--- config.mk ---
export PLATFORM = sky130hd
export DESIGN_NAME = nzp_cc_unit
export DESIGN_NICKNAME = d
export VERILOG_FILES = /design/src/rtl/nzp_cc_unit.sv
export SDC_FILE = /design/constraint.sdc
export NUM_CORES = 1
export LEC_CHECK = 0
export ABC_CLOCK_PERIOD_IN_PS = 1600
export CORE_UTILIZATION = 40
export DETAILED_ROUTE_END_ITERATION = 12
export HOLD_SLACK_MARGIN = 0.15
export PLACE_DENSITY = 0.81
export SYNTH_ARGS = -nofsm -noshare
export SYNTH_HDL_FRONTEND = slang
export SYNTH_SLANG_ARGS = --single-unit
--- constraint.sdc ---
create_clock -name clk -period 1.6 [get_ports clk]
set_clock_uncertainty 0.1 [all_clocks]
set_input_delay 0.16 -clock clk [delete_from_list [all_inputs] [get_ports clk]]
set_output_delay 0.16 -clock clk [all_outputs]
set_load 0.01 [all_outputs]
--- src/rtl/nzp_cc_unit.sv ---
// ============================================================================
//  Module   : nzp_cc_unit
//  Brief    : N/Z/P condition-code register with branch evaluation and a
//             save/restore stack for interrupt entry/RTI.
//             Optional NZP_BR_REG_EN: registers br_taken (1-cycle latency).
//  Revision : 1.0 - initial release
// ============================================================================
`default_nettype none

module nzp_cc_unit #(
    parameter int         DATA_W      = 16,
    parameter int         STACK_DEPTH = 4,
    parameter logic [2:0] RESET_NZP   = 3'b010,
    localparam int        CNT_W       = $clog2(STACK_DEPTH + 1)
) (
    input  logic              clk,
    input  logic              reset,
    input  logic              flag_we,
    input  logic [DATA_W-1:0] buss,
    input  logic              push,
    input  logic              pop,
    input  logic              br_en,
    input  logic [2:0]        br_mask,
    output logic              N,
    output logic              Z,
    output logic              P,
    output logic              br_taken,
    output logic [CNT_W-1:0]  depth,
    output logic              full,
    output logic              empty,
    output logic              err
);

    localparam logic [CNT_W-1:0] c_max_depth = CNT_W'(STACK_DEPTH);
    localparam logic [CNT_W-1:0] c_one       = CNT_W'(1);

    logic [2:0]       r_nzp;
    logic [CNT_W-1:0] r_depth;
    logic             r_err;
    logic [2:0]       r_stack [STACK_DEPTH];

    logic             w_n;
    logic             w_z;
    logic             w_p;
    logic             w_full;
    logic             w_empty;
    logic             w_push_ok;
    logic             w_pop_ok;
    logic             w_illegal;
    logic             w_br;
    logic [2:0]       w_top;

    // Bus classification: the three terms are mutually exclusive by construction.
    assign w_n = buss[DATA_W-1];
    assign w_z = (buss == '0);
    assign w_p = ~w_n & ~w_z;

    assign w_full  = (r_depth == c_max_depth);
    assign w_empty = (r_depth == '0);

    assign w_push_ok = push & ~pop & ~w_full;
    assign w_pop_ok  = pop & ~push & ~w_empty;
    assign w_illegal = (push & pop) | (push & ~pop & w_full) | (pop & ~push & w_empty);

    // Top-of-stack read mux, entry depth-1.
    always_comb begin
        w_top = RESET_NZP;
        for (int i = 0; i < STACK_DEPTH; i++) begin
            if (r_depth == CNT_W'(i + 1)) begin
                w_top = r_stack[i];
            end
        end
    end

    // Any pop request (legal or not) blocks flag_we for that cycle.
    always_ff @(posedge clk) begin
        if (reset) begin
            r_nzp   <= RESET_NZP;
            r_depth <= '0;
            r_err   <= 1'b0;
        end else begin
            r_err <= w_illegal;
            if (w_pop_ok) begin
                r_nzp   <= w_top;
                r_depth <= r_depth - c_one;
            end else begin
                if (flag_we && !pop) begin
                    r_nzp <= {w_n, w_z, w_p};
                end
                if (w_push_ok) begin
                    r_depth <= r_depth + c_one;
                end
            end
        end
    end

    // Stack storage needs no reset; entries above depth are never read.
    always_ff @(posedge clk) begin
        for (int i = 0; i < STACK_DEPTH; i++) begin
            if (!reset && w_push_ok && (r_depth == CNT_W'(i))) begin
                r_stack[i] <= r_nzp;
            end
        end
    end

    assign w_br = br_en & |(br_mask & r_nzp);

`ifdef NZP_BR_REG_EN
    logic r_br_taken;

    always_ff @(posedge clk) begin
        if (reset) begin
            r_br_taken <= 1'b0;
        end else begin
            r_br_taken <= w_br;
        end
    end

    assign br_taken = r_br_taken;
`else
    assign br_taken = w_br;
`endif

    assign N     = r_nzp[2];
    assign Z     = r_nzp[1];
    assign P     = r_nzp[0];
    assign depth = r_depth;
    assign full  = w_full;
    assign empty = w_empty;
    assign err   = r_err;

endmodule

`default_nettype wire

* Word level (Yosys, flattened, before mapping)
Memories as Yosys holds them, arrays and structs flattened. Cells that the tools add are included.
Storage, ports and cells: memories 1, bits in latches 0, bits in read-only memories 0, bits in writable memories 12, register bits after elaboration 7, word-level logic and storage cells 69, bits of input ports 25
Memory list:
- r_stack | depth 4, bits a word 3, read ports 4, clocked after Yosys merged registers in 0, write ports 1, line 40 | logic [2:0] r_stack [STACK_DEPTH];
Operators by class: divide/modulo/power cells 0, multiply operators 0, equality and inequality tests 4, shift operators 0, $add $sub $neg 2, reductions and logical operators 16, multiplexer cells 25, bitwise logic cells 18, magnitude comparators 0
Operator list (count):
- $mux 3 | 11
- $logic_not 16->1 | 1
- $reduce_or 3->1 | 4
- $mux 1 | 11
- $and 1x1->1 | 9
- $eq 3x2->1 const B | 2
- $logic_and 1x1->1 | 6
- $mux 2 | 3
- $not 1->1 | 6
- $reduce_bool 2->1 | 2
- $add 3x1->3 const B | 1
- $and 3x3->3 | 1
- $eq 3x1->1 const B | 1
- $eq 3x3->1 const B | 1
- $logic_not 3->1 | 1
- $sub 3x1->3 const B | 1
- $logic_not 1->1 | 2
- $or 1x1->1 | 2

* Depth between registers and ports, before layout
Gate-level depths: netlist of run 1.
depth after elaboration 11, gate-level depth with buffers 7

* Worst setup path before layout of run 1
Ideal clock, no wire load.
path type reg2reg, from reg r_depth[1] (netlist: depth[1]), to reg r_depth[1] (netlist: depth[1]), data required time 1.383 ns, arrival 1.494 ns, path buffers 0, stages on the path, launching flop included 7, setup slack -0.111 ns, path through dfxtp_1 > inv_1 > ha_1 > or3b_1 > o311a_1 > a31oi_1 > nor4_1
Between the ends: word-level cells in the longest chain between the ends 4, elaborated cells between the ends (all ways) 11, those cells by class add/sub: 2; eq/ne: 1; mux: 2; bitwise: 4; reduce/logical: 2
Ends and longest elaborated chain:
- start: declaration | line 38 | logic [CNT_W-1:0] r_depth;
- start signal: assignment | line 85 | r_depth <= r_depth - c_one;
- start signal: assignment | line 91 | r_depth <= r_depth + c_one;
- branches (longest 4 deep; another with $add 3x1->3)
Parallel ways; which one is timed is not known. The select of a mux whose other input is x is not followed. A chain may end at the register's enable or synchronous reset.

* Worst setup path in the final report of run 1
from reg r_depth[0] (netlist: depth[0]), to reg r_depth[1] (netlist: depth[1])
The elaborated chain is that of the path after synthesis.

==> results.toml, run 1 <==
[critical_path]
cp.arrival_ns = 1.70
required_ns = 1.71
start_kind = "flip-flop"
crit_type = "flip-flop to flip-flop"
r2r_slack_ns = 0.009
endpoint_kind = "flip-flop"
critPathMaxFanout = 4

[synthesis]
yosysSeqAreaShare = 0.4751
avgSynthCellArea_um2 = 10.03
synthAdderAreaFrac = 0.07126
synth_top_area_frac = 0.3420
synthTopCellsByArea = "edfxtp_1, dfxtp_1, ha_1, nand2_1, nor4_1"
synth_edf_count = 12
muxShareOfSynthArea = 0.02019
async_reset_ff_frac = 0
yosys.area_share.xor_xnor = 0.02494
synthSimpleGateAreaFrac = 0.1948
yosysTopAreaCell = "edfxtp_1"
yosysWarnings = 0
synth.distinct_cells = 35
synth-main-ff-cell = "edfxtp_1"
syn_inst = 105
ys_ff_latch = 19
synth_compound_area_frac = 0.1544
synth_top_family_by_area = "simple AND/OR/NAND/NOR gates"
syn_nets = 136
syn_area_um2 = 1054

[power_and_ir_drop]
power.share.clock = 0.153
powerDensity_nw_per_um2 = 937.5
peakVddDrop_mv = 0.6827
p_sw_frac = 0.3259
p_sw_uw = 520.7
combPwrFrac = 0.467
power_frac_seq = 0.380
internal_power_uw = 1077
p_leak_uw = 0.0006913

[timing]
min_period_ns = 1.591
slew_violations = 0
slew_headroom = 0.8016
final_hold_viol_count = 0
clock.fmax_mhz = 628.4
tns_ns = 0
rsz0062_at_grt = "yes"
worstMarginPinSlew_ns = 0.2948
fin_hold_ws_ns = 0.3846
period_share = 0.9945
setup_violations = 0

[finish]
fin_cells = 192
postLayoutCoreUtil = 0.6879
drive_above_1_share = 0.3025
antennaDiodeCount = 0
fin_nets = 194
area_growth_syn_to_layout_pct = 61.76

[global_route]
grt_usage = 0.2239
grt_pass1_vias = 1033
grt_max_degree = 15
grt_pass1_wl_um = 4471
antenna_found_initial = 0
grt.overflow.total = 0

[routing]
routedWlPerCell_um = 13.97
drt_iter0_drc = 22
first_pass_iters = 4
wl_um = 2682
remaining_drc_errors = 0
via_per_inst = 5.396
ant_nets = 0
via_count = 1036

[job]
drv_cap = 0

[floorplan]
core_um2 = 2477
die_x_um = 53.32
start_util = 0.4253
die_area_um2 = 2843
num_io_pins = 35
rows = 18
die_h_um = 53.32

[clock_tree]
cts_tree = "built"
cts-buffers-inserted = 3
clock_latency_ns = 0.30
clock_path_buffers = 2
clock-sinks = 19
postCtsHoldBufs = 0
clock-root-buffer = "clkbuf_4"
cts-htree-levels = 1
clk_pin_slew_ns = 0.12

[place]
dpl.cell_count = 187
routabilityCongestion = 0.8969
port_buffers = 34
dp_hpwl_um = 2145

[worst_hold_path]
hold_path.class = "flip-flop to flip-flop"

[run_status]
status = "complete, no violations"
[layout by cell type, fill, tap and decap left out, drive strengths merged, types with 4 or more instances in the layout]
master          n
nor2            5
edfxtp         12
nor4            6
buf            23
o21ai           5
inv             9
nand2          12
clkbuf          4
clkdlybuf4s50  26
a21oi           6
dfxtp           7
nor2b           5
ha              6
dlygate4sd2     4
[routing by layer]
layer | GRT usage | part of all wire | up-vias
li1 | - | - | 501
met1 | 0.2623 | 0.43 | 493
met2 | 0.4063 | 0.50 | 40
met3 | 0.05747 | 0.059 | 2
met4 | 0.03947 | 0.0045 | 0
met5 | 0 | 0 | -
[metrics by stage]
| stage | instance area [um^2] | setup WS, ns | total power, uW |
|---|---|---|---|
| 2_1_floorplan | 1061 | 0.001475 | 913.5 |
| 3_3_place_gp | 1588 | -0.09300 | 1239 |
| 3_5_place_dp | 1588 | -0.1233 | 1263 |
| 4_1_cts | 1673 | 0.001892 | 1558 |
| 5_1_grt | 1704 | -0.08481 | 1696 |
| 6_report | 1704 | 0.008733 | 1598 |
[worst max-delay path, cell delays in order (launching register included)]
cell and delay, ns:
dfxtp_4 0.40, inv_4 0.05, ha_4 0.24, or3b_4 0.39, o311a_1 0.12, a31oi_1 0.14
nor4_1 0.06
[flip-flops by register name (all words and copies together), names as in the netlist]
name     flops
r_nzp        3
r_stack     12
err          1
depth        3
[cell families (layout without fill, tap and decap cells)]
logic type      count (synthesis)  after routing
simple gates                   38             38
compound gates                 24             24
mux                             2              2
fa+ha+maj                       6              6
buf+inv                        13             70
flops                          19             19
xor+xnor                        3              3
[layout make-up]
| type | count | area, um^2 |
|---|---|---|
| Inverter | 9 | 36.28 |
| Clock buffer | 3 | 22.52 |
| Sequential cell | 19 | 513.0 |
| Multi-Input combinational cell | 73 | 571.8 |
| Tap cell | 30 | 37.54 |
| Timing Repair Buffer | 57 | 518.0 |
| Clock inverter | 1 | 5.005 |
| Fill cell | 190 | 773.2 |
[what timing repair did]
| action | in CTS | in global routing |
|---|---|---|
| hold endpoints to repair | 0 | 0 |
| pin swaps | 5 | 6 |
| setup endpoints to repair | 10 | 8 |
| gates cloned | 0 | 0 |
| gates resized for setup | 24 | 10 |
| setup buffers | 1 | 0 |
[worst paths after layout]
check / startpoint / endpoint / cells after the start
worst max register to register: depth[0]$_SDFFE_PP0P_ / depth[1]$_SDFFE_PP0P_ / 6
worst min register to register: r_nzp[1]$_SDFFE_PP1P_ / r_stack[0][1]$_DFFE_PP_ / 0
worst max-delay path: depth[0]$_SDFFE_PP0P_ / depth[1]$_SDFFE_PP0P_ / 6
worst min-delay path: r_nzp[1]$_SDFFE_PP1P_ / r_stack[0][1]$_DFFE_PP_ / 0
[power by group through the flow]
stage          registers (uW)  clock network, uW  logic, uW
2_1_floorplan             626                  0        288
3_3_place_gp              610                  0        630
3_5_place_dp              610                  0        652
4_1_cts                   608                250        699
5_1_grt                   614                269        813
6_report                  608                244        746
[synthesized netlist by cell type, types with 3 or more instances]
master    number
nor2_1         5
a22oi_1        3
nor2b_1        4
a21oi_1        6
edfxtp_1      12
inv_1          8
nand2_1       12
dfxtp_1        7
nor4_1         6
o21ai_0        3
ha_1           6
No activity file was read; power rests on OpenSTA's default activity.
==> run 2, diff against run 1 <==
--- a/config.mk
+++ b/config.mk
@@ -7,6 +7,7 @@
 export LEC_CHECK = 0
 export ABC_CLOCK_PERIOD_IN_PS = 1600
 export CORE_UTILIZATION = 40
+export CTS_CLUSTER_DIAMETER = 30
 export DETAILED_ROUTE_END_ITERATION = 12
 export HOLD_SLACK_MARGIN = 0.15
 export PLACE_DENSITY = 0.81
==> results of run 2 <==
Final layout, timing and power as in run 1 (identical DEF).
